## config.mk

```make
export PLATFORM = sky130hd
export DESIGN_NAME = sr_floatb_delay
export DESIGN_NICKNAME = d
export VERILOG_FILES = /design/src/rtl/sr_floatb_delay.sv
export SDC_FILE = /design/constraint.sdc
export NUM_CORES = 1
export LEC_CHECK = 0
export CAP_MARGIN = 10
export CORE_MARGIN = 2
export CORE_UTILIZATION = 53
export DETAILED_ROUTE_END_ITERATION = 8
export GPL_ROUTABILITY_DRIVEN = 1
export PLACE_DENSITY = 0.85
export SYNTH_ARGS = -nofsm -noshare
export SYNTH_HDL_FRONTEND = slang
export SYNTH_SLANG_ARGS = --single-unit
```

## constraint.sdc

```tcl
create_clock -name clk -period 3.4 [get_ports clk]
set_input_delay 0.51 -clock clk [delete_from_list [all_inputs] [get_ports clk]]
set_output_delay 0.51 -clock clk [all_outputs]
set_load 0.1 [all_outputs]
```

## src/rtl/sr_floatb_delay.sv

```systemverilog
// FLOATB conversion of the reconstructed signal SR plus the SR1/SR2 delay pair.
// An iterative normalizer shifts the magnitude left one bit per clock until its MSB reaches bit 14.
module sr_floatb_delay #(
    parameter logic [10:0] SR_RESET = 11'h020
) (
    input  logic        clk,
    input  logic        reset_n,
    input  logic [15:0] sr_in,
    input  logic        in_valid,
    output logic        in_ready,
    output logic [10:0] sr0,
    output logic [10:0] sr1,
    output logic [10:0] sr2,
    output logic        out_valid
);

    typedef enum logic {
        IDLE = 1'b0,
        NORM = 1'b1
    } state_t;

    state_t      state_r;
    state_t      state_nx;
    logic        sign_r;
    logic [14:0] mag_r;
    logic [3:0]  exp_r;
    logic        accept;
    logic        finish;
    logic [10:0] result;
    logic [15:0] neg_in;
    logic [14:0] mag_in;

    // The 0x8000 case wraps back to itself; masking to 15 bits gives magnitude 0.
    assign neg_in   = ~sr_in + 16'd1;
    assign mag_in   = sr_in[15] ? neg_in[14:0] : sr_in[14:0];
    assign in_ready = (state_r == IDLE);

    always_comb begin
        state_nx = state_r;
        accept   = 1'b0;
        finish   = 1'b0;
        result   = {sign_r, exp_r, mag_r[14:9]};
        case (state_r)
            IDLE: begin
                if (in_valid) begin
                    accept   = 1'b1;
                    state_nx = NORM;
                end
            end
            NORM: begin
                if (mag_r == '0) begin
                    finish   = 1'b1;
                    result   = {sign_r, 4'd0, 6'd32};
                    state_nx = IDLE;
                end else if (mag_r[14]) begin
                    finish   = 1'b1;
                    state_nx = IDLE;
                end
            end
            default: state_nx = IDLE;
        endcase
    end

    always_ff @(posedge clk) begin
        if (!reset_n) begin
            state_r   <= IDLE;
            sign_r    <= 1'b0;
            mag_r     <= '0;
            exp_r     <= '0;
            sr0       <= SR_RESET;
            sr1       <= SR_RESET;
            sr2       <= SR_RESET;
            out_valid <= 1'b0;
        end else begin
            state_r   <= state_nx;
            out_valid <= finish;
            if (accept) begin
                sign_r <= sr_in[15];
                mag_r  <= mag_in;
                exp_r  <= 4'd15;
            end else if (state_r == NORM && !finish) begin
                mag_r <= mag_r << 1;
                exp_r <= exp_r - 4'd1;
            end
            if (finish) begin
                sr0 <= result;
                sr1 <= result;
                sr2 <= sr1;
            end
        end
    end

endmodule

```

==> summary.log <==
qor: yosys.yosysWarningCount 0
qor: floorplanning.core-area 3970 sq um
qor: final_layout.antenna_cells_inserted 0
qor: yosys.postSynth.asyncResetShare 0%
qor: power_and_ir_drop.vdd_drop_max 0.164 mV
qor: place.port-buffer-count 53
qor: final_layout.nets 310
qor: yosys.synth-seq-area-share 40.6%
qor: yosys.postSynthAreaPerCell 8.60 sq um
qor: sta.period_share 69.8%
qor: sta.final.setup_skew 0.00688 ns
qor: hold_path.hold_path_depth 2
qor: power_and_ir_drop.power.leakage 0.924 nW
qor: power_and_ir_drop.power.net_switching 0.363 mW
qor: clocking.cts.reportedPaths.clkPinSlew 0.08 ns
qor: power_and_ir_drop.seq_power_share 49.4%
qor: routing.firstDrtPassIters 5
qor: routing.via_count 1898
qor: hold_path.worstHoldEndpoint sr2[8]$_SDFFE_PN0P_
qor: sta.timing.final.hold_violations 0
qor: power_and_ir_drop.switching_share 31.1%
qor: sta.rsz0062_at_grt no
qor: sta.slew_headroom 34.4%
qor: setup_path.crit_chain clkdlybuf4s50_1
qor: clocking.clockRootBuffer sky130_fd_sc_hd__clkbuf_8
qor: final_layout.final_layout_size_suffix_gt1_share 6.55%
qor: setup_path.cell_family_with_most_cp_delay buffers and inverters
qor: yosys.synthesis.instances 252
qor: setup_path.reg2regPathDepth 5
qor: global_routing.maximum_number_of_pins_on_one_net_before_global_route_repair 27
qor: place.hpwlAfterDp 3.46 mm
qor: job.max-cap-violations 0
qor: clocking.clock_path_buffers 2
qor: yosys.post_synth_instance_area 2170 sq um
qor: final_layout.final_core_util 68.3%
qor: hold_path.hold_path_class reg2reg
qor: yosys.yosys_register_bits 44
qor: clocking.cts_post_setup_buffers_inserted 0
qor: global_routing.globalRoute.totalOverflow 0
qor: floorplanning.placement_rows 23
qor: clocking.h_tree_levels 2
qor: clocking.cts-hold-fix-buffers 0
qor: setup_path.cpMaxStageDelayCell sky130_fd_sc_hd__clkdlybuf4s50_1
qor: routing.routed_via_density 5.58
qor: yosys.synth_enable_flop_cells 0
qor: clocking.worst_skew_pair.late_latency 0.30 ns
qor: power_and_ir_drop.power_density 431 nW/um^2
qor: setup_path.cp_num_cells 1
qor: sta.max_slew_violation_count 0
qor: hold_path.timing.hold.worst.start sr2[8]$_SDFFE_PN0P_
qor: routing.drt.antenna.violating_nets 0
qor: floorplanning.die_x 68.0 um
qor: power_and_ir_drop.cell_internal_pwr 0.804 mW
qor: yosys.postSynthNetCount 273
qor: setup_path.critPathRequiredTime 2.89 ns
qor: status.outcome finished clean
qor: global_routing.antenna_violations_before_repair 0
qor: yosys.ys_types 41
qor: power_and_ir_drop.pwr-share-comb 22.0%
qor: sta.fin_crit 2.37 ns
qor: place.place_area 2620 sq um
qor: floorplanning.starting_density_of_the_core 54.6%
qor: global_routing.grt_usage 22.0%
qor: setup_path.cp-end-kind output port
qor: global_routing.wire_length_of_the_first_global_routing_pass 7.67 mm
qor: setup_path.crit_buf_inv 1
qor: routing.drt-wirelength-per-cell 13.8 um
qor: power_and_ir_drop.clock_power_share 28.6%
qor: setup_path.startpoint_type flip-flop
qor: floorplanning.die_height 68.0 um
qor: floorplanning.die_area 4620 sq um
qor: place.routabilityCongestion 0.850
qor: final_layout.post-route-cell-area 2710 sq um
qor: setup_path.worstPathArrival 1.86 ns
qor: setup_path.peak_per_stage_delay_on_the_critical_path 1.16 ns
qor: sta.slew_at_the_pin_closest_to_its_max_slew_limit 0.981 ns
qor: clocking.cts_tree yes
qor: clocking.clock-sinks 44
qor: floorplanning.ioPinCount 54
qor: setup_path.critical_path.reg2reg.endpoint sr1[9]$_SDFFE_PN0P_
qor: setup_path.r2r_start mag_r[6]$_SDFFE_PN0P_
qor: setup_path.crit_path_max_fanout 4
qor: setup_path.setup.reg_to_reg.worst_slack 1.23 ns
qor: yosys.synthFlopType sky130_fd_sc_hd__dfxtp_1
qor: routing.drt_drc_violations_left 0
qor: sta.report.final.setup_viol 0
qor: global_routing.first_global_vias 1731
qor: routing.drt-initial-drc-count 108
qor: clocking.tritoncts.num_buffers 5
qor: sta.fin_setup_tns 0 ns
qor: routing.detail_route.wirelength 4.70 mm
qor: setup_path.timing.setup.critical_path_class reg2out
qor: sta.fmaxAchievable 421 MHz
qor: clocking.postCtsResizedCells 0
qor: final_layout.flow.area_growth_from_synthesis 25.0%
-- registers in the layout, summed over array words and instances (netlist names) --
name / flops
exp_r: 4
mag_r: 15
out_valid: 1
sign_r: 1
sr1: 11
sr2: 11
state_r: 1
-- metrics by stage --
step / hold WS [ns] / power [mW] / worst slack, ns / cells
3_5_place_dp: 0.458 / 0.845 / 0.940 / 332
2_1_floorplan: 0.441 / 0.776 / 1.45 / 252
3_3_place_gp: 0.452 / 0.839 / 1.02 / 332
5_1_grt: 0.492 / 1.22 / 0.958 / 340
4_1_cts: 0.469 / 1.18 / 1.00 / 340
6_report: 0.467 / 1.17 / 1.03 / 340
-- cell usage after synthesis (all sizes together) (5+ instances only) --
| master | n | share of area (%) |
|---|---|---|
| inv | 5 | 0.87 |
| xnor2 | 12 | 4.8 |
| dfxtp | 44 | 41 |
| o21ai | 8 | 1.8 |
| a31oi | 5 | 1.4 |
| nor2b | 8 | 2.3 |
| clkbuf | 9 | 1.6 |
| a22oi | 7 | 2.4 |
| nand2 | 58 | 10 |
| buf | 16 | 5.7 |
| a21boi | 26 | 9.0 |
-- cell usage in the layout (no fill, tap or decap), drive strengths merged, types with 3 or more instances in the layout --
cell | synthesis | final
clkdlybuf4s50 | 0 | 52
nor3 | 4 | 4
or4 | 3 | 3
nor2b | 8 | 8
a32oi | 4 | 4
a21boi | 26 | 26
o41ai | 4 | 4
nor2 | 4 | 4
clkbuf | 9 | 7
buf | 16 | 3
nand3 | 4 | 4
a21oi | 3 | 3
o21ai | 8 | 8
a22oi | 7 | 7
a211o | 3 | 3
inv | 5 | 5
nand2 | 58 | 58
xnor2 | 12 | 12
nor4 | 3 | 3
dfxtp | 44 | 44
o31ai | 4 | 4
a31oi | 5 | 5
-- layer usage --
metal  up-vias  wire length, um  track usage, %
met2        71             2320            39.1
met1       880             2020            25.7
met4         0               62            8.00
met5         -                0               0
met3         6              294            5.10
li1        941                -               -
-- cell type report --
| type | instances | area (sq um) |
|---|---|---|
| inverter | 5 | 18.8 |
| multi-input combinational | 178 | 1110 |
| tap | 50 | 62.6 |
| sequential | 44 | 881 |
| clock buffer | 7 | 86.3 |
| fill | 356 | 1260 |
| clock inverter | 1 | 7.51 |
| timing repair buffer | 55 | 543 |
-- cells by family after synthesis --
group,count (synthesis),synth area share (%)
AND/OR/NAND/NOR,94,20.1
AO/OA/AOI/OAI,69,24.8
flip-flops,44,40.6
buffers and inverters,30,8.08
XOR/XNOR,13,5.25
adder cells (fa/ha/maj),2,1.15
-- power by group through the flow --
stage | clock network [mW] | registers, mW | logic [mW]
floorplan | 0 | 0.607 | 0.169
global placement | 0 | 0.587 | 0.251
detailed placement | 0 | 0.588 | 0.257
CTS | 0.345 | 0.577 | 0.257
global route | 0.364 | 0.581 | 0.279
finish | 0.333 | 0.577 | 0.257
-- how the worst max path moves through the flow --
| stage | startpoint | to | slack (ns) |
|---|---|---|---|
| 2_1_floorplan | state_r$_SDFF_PN0_ | mag_r[12]$_SDFFE_PN0P_ | 1.45 |
| 4_1_cts | sr1[6]$_SDFFE_PN0P_ | sr1[6] | 1.00 |
| 3_5_place_dp | sr_in[3] | mag_r[11]$_SDFFE_PN0P_ | 0.94 |
| 3_3_place_gp | sr_in[3] | mag_r[13]$_SDFFE_PN0P_ | 1.02 |
| 6_report | sr1[6]$_SDFFE_PN0P_ | sr1[6] | 1.03 |
| 5_1_grt | sr1[6]$_SDFFE_PN0P_ | sr1[6] | 0.96 |
Note: power is estimated with default switching activity, not from simulation.
